<file path="config.mk">
export PLATFORM = sky130hd
export DESIGN_NAME = traffic_light_ped_ctrl
export DESIGN_NICKNAME = d
export VERILOG_FILES = /design/src/rtl/traffic_pkg.sv /design/src/rtl/phase_timer.sv /design/src/rtl/traffic_light_ped_ctrl.sv
export SDC_FILE = /design/constraint.sdc
export NUM_CORES = 1
export LEC_CHECK = 0
export ABC_AREA = 1
export BUFFER_PORTS_ARGS = -buffer_cell sky130_fd_sc_hd__clkbuf_2
export CORE_MARGIN = 10
export CORE_UTILIZATION = 35
export DETAILED_ROUTE_END_ITERATION = 10
export PLACE_DENSITY = 0.5
export SYNTH_ARGS = -nofsm -noshare
export SYNTH_HDL_FRONTEND = slang
export SYNTH_SLANG_ARGS = --single-unit
</file>
<file path="constraint.sdc">
create_clock -name clk -period 3.41 [get_ports clk]
set_input_delay 0.682 -clock clk [delete_from_list [all_inputs] [get_ports clk]]
set_output_delay 0.682 -clock clk [all_outputs]
set_load 0.05 [all_outputs]
</file>
<file path="src/rtl/traffic_pkg.sv">
// Shared types and constants for the pedestrian-crossing controller:
// phase encoding, main-road lamp patterns and a duration sanity check.
package traffic_pkg;

   typedef enum logic [2:0] {
      ST_GREEN    = 3'd0,
      ST_YELLOW   = 3'd1,
      ST_RED_PRE  = 3'd2,
      ST_WALK     = 3'd3,
      ST_FLASH    = 3'd4,
      ST_RED_POST = 3'd5
   } state_t;

   localparam logic [2:0] LIGHT_RED    = 3'b100;
   localparam logic [2:0] LIGHT_YELLOW = 3'b010;
   localparam logic [2:0] LIGHT_GREEN  = 3'b001;

   // A duration is usable when it is at least one cycle and dur-1 fits the counter.
   function automatic bit dur_fits(input int dur, input int cnt_w);
      if (dur < 1 || cnt_w < 1) return 1'b0;
      if (cnt_w >= 31) return 1'b1;
      return ((dur - 1) >> cnt_w) == 0;
   endfunction

endpackage

</file>
<file path="src/rtl/phase_timer.sv">
// Down-counter for phase timing: loads a value, then counts down once per
// cycle and holds at zero until the next load.
module phase_timer #(
   parameter int CNT_W = 8
) (
   input  logic             clk,
   input  logic             i_load,
   input  logic [CNT_W-1:0] i_load_val,
   output logic [CNT_W-1:0] o_value,
   output logic             o_zero
);

   logic [CNT_W-1:0] r_value;

   // Reset is applied by the owner through a load of the reset phase value.
   always_ff @(posedge clk) begin
      if (i_load) begin
         r_value <= i_load_val;
      end else if (r_value != '0) begin
         r_value <= r_value - CNT_W'(1);
      end
   end

   assign o_value = r_value;
   assign o_zero  = (r_value == '0);

endmodule

</file>
<file path="src/rtl/traffic_light_ped_ctrl.sv">
// Pedestrian-crossing controller: main-road head plus WALK / flashing
// DON'T-WALK, with a latched pedestrian request and programmable phase lengths.
module traffic_light_ped_ctrl
   import traffic_pkg::*;
#(
   parameter int GREEN_MIN  = 8,
   parameter int YELLOW_CYC = 3,
   parameter int ALLRED_CYC = 2,
   parameter int WALK_CYC   = 6,
   parameter int FLASH_CYC  = 8,
   parameter int FLASH_HALF = 2,
   parameter int CNT_W      = 8
) (
   input  logic             clk,
   input  logic             rst,
   input  logic             pedestrian_button,
   output logic [2:0]       main_light,
   output logic             walk,
   output logic             dont_walk,
   output logic             ped_pending,
   output logic [CNT_W-1:0] ped_countdown
);

   if (!(dur_fits(GREEN_MIN, CNT_W) && dur_fits(YELLOW_CYC, CNT_W) &&
         dur_fits(ALLRED_CYC, CNT_W) && dur_fits(WALK_CYC, CNT_W) &&
         dur_fits(FLASH_CYC, CNT_W) && dur_fits(FLASH_HALF, CNT_W))) begin : g_bad_params
      $error("traffic_light_ped_ctrl: a phase duration is < 1 or does not fit CNT_W");
   end

   localparam logic [CNT_W-1:0] L_GREEN  = CNT_W'(GREEN_MIN - 1);
   localparam logic [CNT_W-1:0] L_YELLOW = CNT_W'(YELLOW_CYC - 1);
   localparam logic [CNT_W-1:0] L_ALLRED = CNT_W'(ALLRED_CYC - 1);
   localparam logic [CNT_W-1:0] L_WALK   = CNT_W'(WALK_CYC - 1);
   localparam logic [CNT_W-1:0] L_FLASH  = CNT_W'(FLASH_CYC - 1);
   localparam logic [CNT_W-1:0] L_HALF   = CNT_W'(FLASH_HALF - 1);

   state_t           r_state;
   state_t           w_next;
   state_t           w_load_state;
   logic             w_load;
   logic [CNT_W-1:0] w_load_val;
   logic [CNT_W-1:0] w_cnt;
   logic             w_zero;
   logic             r_ped_pending;
   logic             r_flash_lvl;
   logic [CNT_W-1:0] r_flash_hcnt;
   logic             w_enter_flash;
   logic             w_enter_walk;

   phase_timer #(.CNT_W(CNT_W)) u_timer (
      .clk        (clk),
      .i_load     (w_load),
      .i_load_val (w_load_val),
      .o_value    (w_cnt),
      .o_zero     (w_zero)
   );

   always_ff @(posedge clk) begin
      if (rst) r_state <= ST_GREEN;
      else     r_state <= w_next;
   end

   // GREEN sees the live button too, so a press on its last cycle is not lost a cycle.
   always_comb begin
      w_next = r_state;
      case (r_state)
         ST_GREEN:    if (w_zero && (r_ped_pending || pedestrian_button)) w_next = ST_YELLOW;
         ST_YELLOW:   if (w_zero) w_next = ST_RED_PRE;
         ST_RED_PRE:  if (w_zero) w_next = ST_WALK;
         ST_WALK:     if (w_zero) w_next = ST_FLASH;
         ST_FLASH:    if (w_zero) w_next = ST_RED_POST;
         ST_RED_POST: if (w_zero) w_next = ST_GREEN;
         default:     w_next = ST_GREEN;
      endcase
   end

   always_comb begin
      w_load_state = rst ? ST_GREEN : w_next;
      w_load       = rst || (w_next != r_state);
      w_load_val   = L_GREEN;
      case (w_load_state)
         ST_YELLOW:               w_load_val = L_YELLOW;
         ST_RED_PRE, ST_RED_POST: w_load_val = L_ALLRED;
         ST_WALK:                 w_load_val = L_WALK;
         ST_FLASH:                w_load_val = L_FLASH;
         default:                 w_load_val = L_GREEN;
      endcase
   end

   assign w_enter_walk  = (w_next == ST_WALK)  && (r_state != ST_WALK);
   assign w_enter_flash = (w_next == ST_FLASH) && (r_state != ST_FLASH);

   // Entering WALK serves the request, so it beats a press on the same edge.
   always_ff @(posedge clk) begin
      if (rst) begin
         r_ped_pending <= 1'b0;
      end else if (w_enter_walk) begin
         r_ped_pending <= 1'b0;
      end else if (pedestrian_button && (r_state != ST_WALK)) begin
         r_ped_pending <= 1'b1;
      end
   end

   always_ff @(posedge clk) begin
      if (rst) begin
         r_flash_lvl  <= 1'b1;
         r_flash_hcnt <= '0;
      end else if (w_enter_flash) begin
         r_flash_lvl  <= 1'b1;
         r_flash_hcnt <= L_HALF;
      end else if (r_state == ST_FLASH) begin
         if (r_flash_hcnt == '0) begin
            r_flash_lvl  <= ~r_flash_lvl;
            r_flash_hcnt <= L_HALF;
         end else begin
            r_flash_hcnt <= r_flash_hcnt - CNT_W'(1);
         end
      end
   end

   always_comb begin
      main_light    = LIGHT_GREEN;
      walk          = 1'b0;
      dont_walk     = 1'b1;
      ped_countdown = '0;
      case (r_state)
         ST_YELLOW:               main_light = LIGHT_YELLOW;
         ST_RED_PRE, ST_RED_POST: main_light = LIGHT_RED;
         ST_WALK: begin
            main_light = LIGHT_RED;
            walk       = 1'b1;
            dont_walk  = 1'b0;
         end
         ST_FLASH: begin
            main_light    = LIGHT_RED;
            dont_walk     = r_flash_lvl;
            ped_countdown = w_cnt;
         end
         default: main_light = LIGHT_GREEN;
      endcase
   end

   assign ped_pending = r_ped_pending;

endmodule

</file>
### Word level (Yosys, flattened, before mapping)

Cells that the tools add are included.

| storage, ports and cells | value |
|---|---|
| latch bits | 0 |
| memories kept | 0 |
| bits in registers | 21 |
| output and inout bits | 14 |
| memory bits (writable) | 0 |
| memory bits (read-only) | 0 |

| operators by class | value |
|---|---|
| bitwise logic cells | 1 |
| magnitude comparators | 0 |
| reductions and logical operators | 17 |
| multipliers | 0 |
| div/mod/pow operators | 0 |
| shifts and indexed selects | 0 |
| mux-type cells | 18 |
| $add $sub $neg | 2 |
| equal/unequal tests | 14 |

Operators with widths:

| kind | count |
|---|---|
| 8-bit 2-to-1 mux | 4 |
| 3-bit 2-to-1 mux | 7 |
| 3-bit case mux with 6 select lines | 1 |
| 8-bit logical NOT | 2 |
| 8-bit by 1-bit subtractor with 8-bit output (second input constant) | 2 |
| 3-bit by 2-bit == test with 1-bit output (second input constant) | 5 |
| 3-bit == test (second input constant) | 4 |
| 3-bit case mux with 3 select lines | 1 |
| 8-bit nonzero test | 1 |
| 3-bit by 1-bit == test with 1-bit output (second input constant) | 2 |
| 3-bit case mux with 2 select lines | 1 |
| 2-bit OR reduction | 3 |
| 1-bit logical AND | 4 |
| 2-bit nonzero test | 2 |
| 4-bit OR reduction | 1 |
| 3-bit logical NOT | 1 |
| 1-bit 2-to-1 mux | 3 |
| 3-bit by 2-bit != test with 1-bit output (second input constant) | 1 |
| 3-bit != test | 1 |
| 3-bit != test (second input constant) | 1 |
| 1-bit logical OR | 2 |
| 1-bit case mux with 2 select lines | 1 |
| 2-bit AND reduction | 1 |
| 1-bit NOT | 1 |

### Logic depth before layout (Yosys ltp)

Gate-level depths: netlist of the first run.

| depth | value |
|---|---|
| word-level depth | 9 |
| mapped depth | 12 |
| gate-level depth less buffers | 12 |

### Hierarchy

A second synthesis of the first run with hierarchy kept.

| second synthesis, totals | value |
|---|---|
| cell total of the unflattened synthesis | 188 |
| area, all modules | 1288.7 sq um |

By module, submodules not included:

| module | cells each | times used | area each (sq um) |
|---|---|---|---|
| traffic_light_ped_ctrl | 124 | 1 | 774.5 |
| phase_timer | 64 | 1 | 514.2 |

### Least setup slack after synthesis of the first run

Ideal clock, no wire load.

| timing | value |
|---|---|
| path kind | register to output |
| start point | register r_state[0] |
| end point | output port dont_walk |
| data arrival time | 1.784 ns |
| path slack | 0.944 ns |
| cell stages (with the launch flop) | 4 |
| cell sequence | dfxtp_1 -> nand2_1 -> nor2_1 -> nor2_1 |

| between the ends | value |
|---|---|
| cells in the longest elaborated chain, start to end | 2 |
| elaborated cells on any way between the ends | 3 |
| classes of those cells | eq/ne (2); mux (1) |

RTL lines:

| what | line | RTL |
|---|---|---|
| start: declaration | traffic_light_ped_ctrl.sv:37 | `state_t r_state;` |
| start signal: assignment | traffic_light_ped_ctrl.sv:60 | `else r_state <= w_next;` |
| 3-bit == test or 3-bit by 2-bit == test with 1-bit output (tied branches) | traffic_light_ped_ctrl.sv:126 | `case (r_state)` |
| 1-bit case mux with 2 select lines * | traffic_light_ped_ctrl.sv:126 |  |
| end: declaration | traffic_light_ped_ctrl.sv:19 | `output logic dont_walk,` |

Every way passes the cells marked *; elsewhere a longest branch is shown, timed or not.

### Final worst setup path of the first run

Ends and elaborated chain as after synthesis.

==> results.md, run 1 <==
- Fraction of synthesized cell area in xor and xnor cells: 5.91%
- Deepest clock path buffer count: 2
- Run status: completed
- Register cell area after layout: 500 sq um
- Clock latency at the later pin of the worst-skew pair: about 0.26 ns
- Highest Clock Rate: 439 MHz
- Fraction of final layout cells sized beyond drive strength 1: 25.8%
- Std-Cell Rows: 22
- Worst Clk Skew: between 0.002 and 0.003 ns
- Most frequent cell after synthesis: sky130_fd_sc_hd__nor2_1
- Detail Placement HPWL: 2.22 mm
- Antenna violations before repair: 0
- Clock Root Buffer: sky130_fd_sc_hd__clkbuf_8
- Met1 WL: 1.24 mm
- Max-slew violation count: 0
- Post-route worst hold slack: 0.488 ns
- Internal cell power: 0.398 mW
- DR iter-0 viols: 58
- Switching power of the nets: 0.172 mW
- Critical Path RT: 2.73 ns
- Final Cycle Share: 66.8%
- Overflow after GRT: 0
- CTS resizes: 0
- Clock network fraction of design power: between 20 and 30%
- Total power density per cell area: about 380 nW/um^2
- Height of the die: 81.7 um
- Fillers: 393
- Synthesized net count: 177
- Met2 wire len: 1.28 mm
- Largest family of logic cells by synthesized area: simple AND/OR/NAND/NOR gates
- Final Hold Viols: 0
- Number of clock buffers inserted by TritonCTS: 3
- Area of all placed cells without fillers: 1510 sq um
- Most common library cells after synthesis: sky130_fd_sc_hd__nor2_1 (33), sky130_fd_sc_hd__nand2_1 (32), sky130_fd_sc_hd__inv_1 (20)
- Type of the setup path with the least slack: reg2out
- Flop and latch count out of synthesis: 21
- Routed via count divided by cell count: 4.65
- I/O Buffers: 16
- Number of distinct library cell variants in the gate-level netlist after synthesis: 33
- Peak fanout along the critical path: 17
- Share of synthesized flip-flops with an asynchronous set or reset: 0%
- Final antenna diode count: 0
- Post-Syn Instances: 172
- Top cell type's share of synthesized area: approximately a fifth
- GRT Util Overall: 8.71%
- Combinational share of power: between 10% and 20%
- Multi-input gate area in the final layout: approximately 720 sq um
- Most area-hungry cell type in the Yosys netlist: sky130_fd_sc_hd__dfxtp_1
- Post-synthesis instance area: 1330 sq um
- Min-Delay Path Class: reg2reg
- Starting utilization of the core area: 36.4%
- Remaining antenna violation count after routing: 0
- 1st-pass router iterations: 4
- Flip-flop cell with the highest count after synthesis: sky130_fd_sc_hd__dfxtp_1
- Area share of and/or/nand/nor cells after synthesis: 38.1%
- Wire length of the first global-routing pass: 4.64 mm
- CTS tree: yes
- Placer's final routability congestion estimate: around 0.76
- Io pins: 17
- Switching share of power: a little under a third
- Largest net degree at the start of global routing: 18
- # H-tree levels: 1
- Average footprint of a synthesized cell: 7.75 sq um
- Number of warnings issued by yosys: 0
- Count of clock tree sinks: 21
- Maximum vdd drop: around 0.12 mV
- Portion of the post-synthesis area used by sequential elements: ~38%
- Worst slew margin: 73.2%
- Endpoint kind of the worst setup timing path: output pin
- Max Cap Violations: 0
- Share of synthesized area spent on multiplexers: 0%
- Share of synthesized cell area in full adder, half adder and majority cells: 1.88%
- Post-layout net count: 196
- Area of the core: 3660 sq um
- Startpoint kind of the worst setup timing path: register
- WL final: 2.71 mm
- Vias in the first global route: 1072
- Die ar.: 6680 sq um
- Setup-failing EPs final: 0
- DRC Markers: 0
- Portion of total power attributed to sequential cells: 52.1%
- Number of flops mapped to enable cells by yosys: 8
- Horizontal extent of the die: 81.7 um
- DR WL/cell: around 11 um
- Total negative slack: 0 ns
- Clock transition at the registers of the reported paths: 0.08 ns
- Leak: 0.705 nW
- Cells taking the most area after synthesis: sky130_fd_sc_hd__dfxtp_1 (20%), sky130_fd_sc_hd__edfxtp_1 (18%), sky130_fd_sc_hd__nor2_1 (9.3%)
- Post-layout min period: ~2.3 ns
- Post-synthesis to final-layout area growth: 13.1%
- Compound-gate portion of the synthesized area: 8.35%
- Standard cell area after detailed placement: about 1500 sq um
- Routed vias: 1106
- Setup Buffers After CTS: 0
- Amount of wire on met3 after detailed routing: 176 um
- Slew at the pin with the worst max-slew slack: 0.401 ns
- Top layer reached by signal wires: met4
- Hold buffers post-CTS: 0
- WP data arrival: 1.60 ns
- RSZ-0062 raised after global routing: false
-- final timing paths --
check / from / end / slack, ns / depth (start not counted)
worst min-delay path: r_flash_lvl / r_flash_lvl / 0.49 / 2
worst min register to register: r_flash_lvl / r_flash_lvl / 0.49 / 2
worst max register to register: u_timer.o_value[0] / u_timer.o_value[5] / 1.35 / 8
worst max-delay path: r_state[0] / dont_walk / 1.13 / 5
-- state kept, by name, indices dropped and copies added, names as in the netlist --
register / cells
ped_pending: 1
r_flash_hcnt: 8
r_flash_lvl: 1
r_state: 3
u_timer.o_value: 8
-- cell type report --
cell class,instances,area share [%]
multi-input cells,124,47.9
flip-flops and latches,21,33.2
inverters,25,6.63
repair buffers,16,5.31
well taps,48,3.98
clock buffers,4,2.99
-- critical path: stages (launching register included) --
cell and delay [ns]:
sky130_fd_sc_hd__dfxtp_1 0.57, sky130_fd_sc_hd__nor2_2 0.07, sky130_fd_sc_hd__nand2_2 0.26, sky130_fd_sc_hd__nor2_1 0.07, sky130_fd_sc_hd__nor2_1 0.09, sky130_fd_sc_hd__clkbuf_2 0.28
-- cells by family (layout without fill, tap and decap cells) --
group / Yosys count / in the layout
buffers and inverters: 27 / 45
adder cells (fa/ha/maj): 2 / 2
XOR/XNOR: 9 / 9
AO/OA/AOI/OAI: 16 / 16
flip-flops: 21 / 21
AND/OR/NAND/NOR: 97 / 97
-- metrics by stage --
stage	setup slack, ns	instances	total power, mW	util, %
after floorplan	0.944	172	0.389	-
after global placement	1.40	234	0.410	40.0
after detailed placement	1.34	234	0.412	40.0
after CTS	1.11	238	0.582	41.2
after global routing	0.955	238	0.610	41.2
final	1.13	238	0.570	41.2
-- power by group through the flow --
stage               Sequential, mW  Clock [mW]  Combinational [mW]
finish                       0.297       0.165               0.108
floorplan                    0.302           0              0.0868
CTS                          0.298       0.175               0.110
detailed placement           0.303           0               0.109
global route                 0.301       0.189               0.120
global placement             0.303           0               0.107
-- layer usage --
layer	vias to the layer above	GRT usage [%]
met1	507	10.3
met2	16	14.2
met5	-	0
met3	2	2.95
li1	581	-
met4	0	3.57
-- cell usage in the layout (no fill, tap or decap) --
master	instances
sky130_fd_sc_hd__xor2_1	7
sky130_fd_sc_hd__edfxtp_1	8
sky130_fd_sc_hd__nor2_2	6
sky130_fd_sc_hd__dfxtp_1	13
sky130_fd_sc_hd__o21ai_1	2
sky130_fd_sc_hd__o21ai_0	3
sky130_fd_sc_hd__nand2_1	32
sky130_fd_sc_hd__nor2_1	33
sky130_fd_sc_hd__nand3_4	1
sky130_fd_sc_hd__clkbuf_8	3
sky130_fd_sc_hd__a21oi_1	4
sky130_fd_sc_hd__o31ai_1	1
sky130_fd_sc_hd__inv_1	20
sky130_fd_sc_hd__inv_2	3
sky130_fd_sc_hd__a41oi_1	1
sky130_fd_sc_hd__o21bai_1	1
sky130_fd_sc_hd__ha_1	2
sky130_fd_sc_hd__nand4_2	1
sky130_fd_sc_hd__a21oi_2	3
sky130_fd_sc_hd__nor2_4	1
sky130_fd_sc_hd__nor3_1	6
sky130_fd_sc_hd__nand4_1	1
sky130_fd_sc_hd__clkbuf_1	1
sky130_fd_sc_hd__nand2_2	4
sky130_fd_sc_hd__nor3_2	1
sky130_fd_sc_hd__clkbuf_2	16
sky130_fd_sc_hd__a21oi_4	1
sky130_fd_sc_hd__nand3_1	4
sky130_fd_sc_hd__nand2_4	3
sky130_fd_sc_hd__nor2_8	1
sky130_fd_sc_hd__xnor2_1	2
sky130_fd_sc_hd__inv_6	1
sky130_fd_sc_hd__nand3b_4	1
sky130_fd_sc_hd__nand3_2	2
sky130_fd_sc_hd__clkinv_2	1
Note: power is estimated with default switching activity, not from simulation.
==> run 2: changes to the inputs <==
--- a/config.mk
+++ b/config.mk
@@ -10,7 +10,7 @@
 export CORE_MARGIN = 10
 export CORE_UTILIZATION = 35
 export DETAILED_ROUTE_END_ITERATION = 10
-export PLACE_DENSITY = 0.5
+export PLACE_DENSITY = 0.52
 export SYNTH_ARGS = -nofsm -noshare
 export SYNTH_HDL_FRONTEND = slang
 export SYNTH_SLANG_ARGS = --single-unit
==> constraint.sdc (replaced) <==
create_clock -name clk -period 1.9 [get_ports clk]
set_input_delay 0.38 -clock clk [delete_from_list [all_inputs] [get_ports clk]]
set_output_delay 0.38 -clock clk [all_outputs]
set_load 0.05 [all_outputs]
==> run 2 against run 1 <==
  * Total power up 84%
  * Via count up 1.4%
  * Critical path type unchanged
  * Count of clock-buffer cells in the layout did not move
  * Final area increased by 4.6%
  * Global-route usage increased by 0.88 points
  * Sequential power up 77%
  * Highest routed layer unchanged
==> results.md, run 2 (synthesis gave the netlist of run 1 again) <==
- Commonest non-fill, non-tap cell in the layout: sky130_fd_sc_hd__nand2_1
- Switching power of the nets: about 0.31 mW
- GRT Util Overall: 9.59%
- Setup Slack @ Placement: 0.0246 ns
- Register cell area after layout: 502 sq um
- Std-Cell Rows: 22
- Total power density per cell area: 664 nW/um^2
- Maximum vdd drop: 0.270 mV
- Wire length of the first global-routing pass: 5.24 mm
- Non-filler cells in the finished layout: 245
- Critical Path Slowest Stage Cell: sky130_fd_sc_hd__dfxtp_1
- Internal cell power: 0.738 mW
- Clock transition at the registers of the reported paths: 0.07 ns
- # H-tree levels: 1
- Horizontal extent of the die: 81.7 um
- Fillers: 398
- RSZ-0062 raised after global routing: false
- Type of the setup path with the least slack: reg2out
- Setup Buffers After CTS: 0
- Worst stage delay on the critical path: 0.46 ns
- Post-synthesis to final-layout area growth: 18.4%
- Number of placed instances, taps included: around 240
- Antenna violations before repair: 0
- WP data arrival: 1.41 ns
- Clock Root Buffer: sky130_fd_sc_hd__clkbuf_8
- CTS tree: yes
- I/O Buffers: 16
- Placer's final routability congestion estimate: ~0.77
- Hold buffers post-CTS: 0
- Worst-case setup margin in the final layout: 0.109 ns
- Area of all placed cells without fillers: ~1600 sq um
- Highest Clock Rate: 558 MHz
- DR iter-0 viols: 32
- DR WL/cell: between 10 and 15 um
- Post-route worst hold slack: 0.345 ns
- Number of clock buffers inserted by TritonCTS: 3
- Count of clock tree sinks: 21
- Multi-input gate area in the final layout: ~740 sq um
- Final Hold Viols: 0
- Slew at the pin with the worst max-slew slack: ~0.35 ns
- Remaining antenna violation count after routing: 0
- Final Cycle Share: approximately 94%
- Switching share of power: between 20 and 30%
- Max-slew violation count: 0
- Startpoint kind of the worst setup timing path: register
- Overflow after GRT: 0
- Clock latency at the later pin of the worst-skew pair: 0.25 ns
- Largest net degree at the start of global routing: 12
- Final antenna diode count: 0
- Run status: completed
- Cell breakdown of the critical path: nor2_2, nand2_2, nor2_1, nor2_1, buf_2
- Max Cap Violations: 0
- Critical Path RT: approximately 1.5 ns
- Area of the core: 3660 sq um
- Startpoint of the most critical setup path: r_state[1]
- Launch point of the worst reg-to-reg path: u_timer.o_value[1]
- Cell count of the worst reg-to-reg path: 10
- Peak fanout along the critical path: 10
- Worst slew margin: between 70% and 80%
- Post-layout min period: 1.79 ns
- Commonest cells after routing, fill and taps aside: sky130_fd_sc_hd__nand2_1 (31), sky130_fd_sc_hd__nor2_1 (30), sky130_fd_sc_hd__inv_1 (20)
- Height of the die: 81.7 um
- Routed vias: 1122
- Routed via count divided by cell count: 4.58
- R2R Path End: u_timer.o_value[1]
- Most common cell type on the critical path: sky130_fd_sc_hd__nor2_1
- Setup slack, reg-to-reg: 0.17 ns
- Starting utilization of the core area: 36.4%
- Endpoint kind of the worst setup timing path: output pin
- Combinational share of power: 22.2%
- Detail Placement HPWL: 2.34 mm
- Min-Delay Path Class: in2reg
- Worst Clk Skew: 0.000879 ns
- Portion of total power attributed to sequential cells: about half
- 1st-pass router iterations: 4
- Fraction of final layout cells sized beyond drive strength 1: a little under a third
- Clock network fraction of design power: 27.7%
- DRC Markers: 0
- Die ar.: 6680 sq um
- Leak: 0.739 nW
- Deepest clock path buffer count: 2
- Setup-failing EPs final: 0
- Util after Layout: 43.1%
- WL final: 2.88 mm
- Critical Path End: dont_walk
- Vias in the first global route: 1218
- Post-layout net count: 203
- Standard cell area after detailed placement: 1520 sq um
- Io pins: 17
run 2: changes by cell type in the layout (fill, tap and decap cells not counted), sizes merged:
cell	previous run	this run
buf	0	8
clkbuf	20	19
run 2: how the worst min path moves through the flow:
stage	cells after the start	startpoint	end	slack [ns]
after floorplan	2	r_flash_lvl	r_flash_lvl	0.45
after global placement	2	r_flash_lvl	r_flash_lvl	0.47
after detailed placement	2	r_flash_lvl	r_flash_lvl	0.47
after CTS	2	rst	r_state[2]	0.34
after global routing	2	rst	r_state[2]	0.37
final	2	rst	r_state[2]	0.34
run 2: metrics by stage:
step,total power [mW],setup TNS (ns)
2_1_floorplan,0.699,-0.0530
3_3_place_gp,0.763,0
3_5_place_dp,0.767,0
4_1_cts,1.06,0
5_1_grt,1.12,0
6_report,1.05,0
run 2: cell type report:
type | instances | share of cell area, %
timing repair buffer | 23 | 8.64
multi-input combinational | 124 | 46.6
tap | 48 | 3.80
sequential | 21 | 31.8
inverter | 25 | 6.34
clock buffer | 4 | 2.85
run 2: timing repair:
action / 4_1_cts / 5_1_grt
gates resized for setup: 1 / 4
pin swaps: 0 / 1
endpoints found under the setup margin: 1 / 12
hold endpoints to repair: 0 / 0
run 2: power groups by stage:
stage          combinational, mW  clock (mW)  sequential (mW)
4_1_cts                    0.233       0.305            0.526
6_report                   0.232       0.291            0.526
2_1_floorplan              0.157           0            0.542
3_5_place_dp               0.231           0            0.536
5_1_grt                    0.260       0.326            0.531
3_3_place_gp               0.228           0            0.535
run 2: worst max-delay path: cells and delay by family, from the launching register on:
| kind | cells | cell delay [ns] |
|---|---|---|
| flops | 1 | 0.46 |
| buf+inv | 1 | 0.26 |
| simple gates | 4 | 0.43 |
run 2: layer usage:
metal | GRT usage (%) | share of wire, % | wire (um)
met1 | 10.5 | 44 | 1260
met2 | 17.7 | 51 | 1470
met3 | 2.51 | 4.7 | 136
met4 | 2.55 | 0.45 | 13
met5 | 0 | 0 | 0
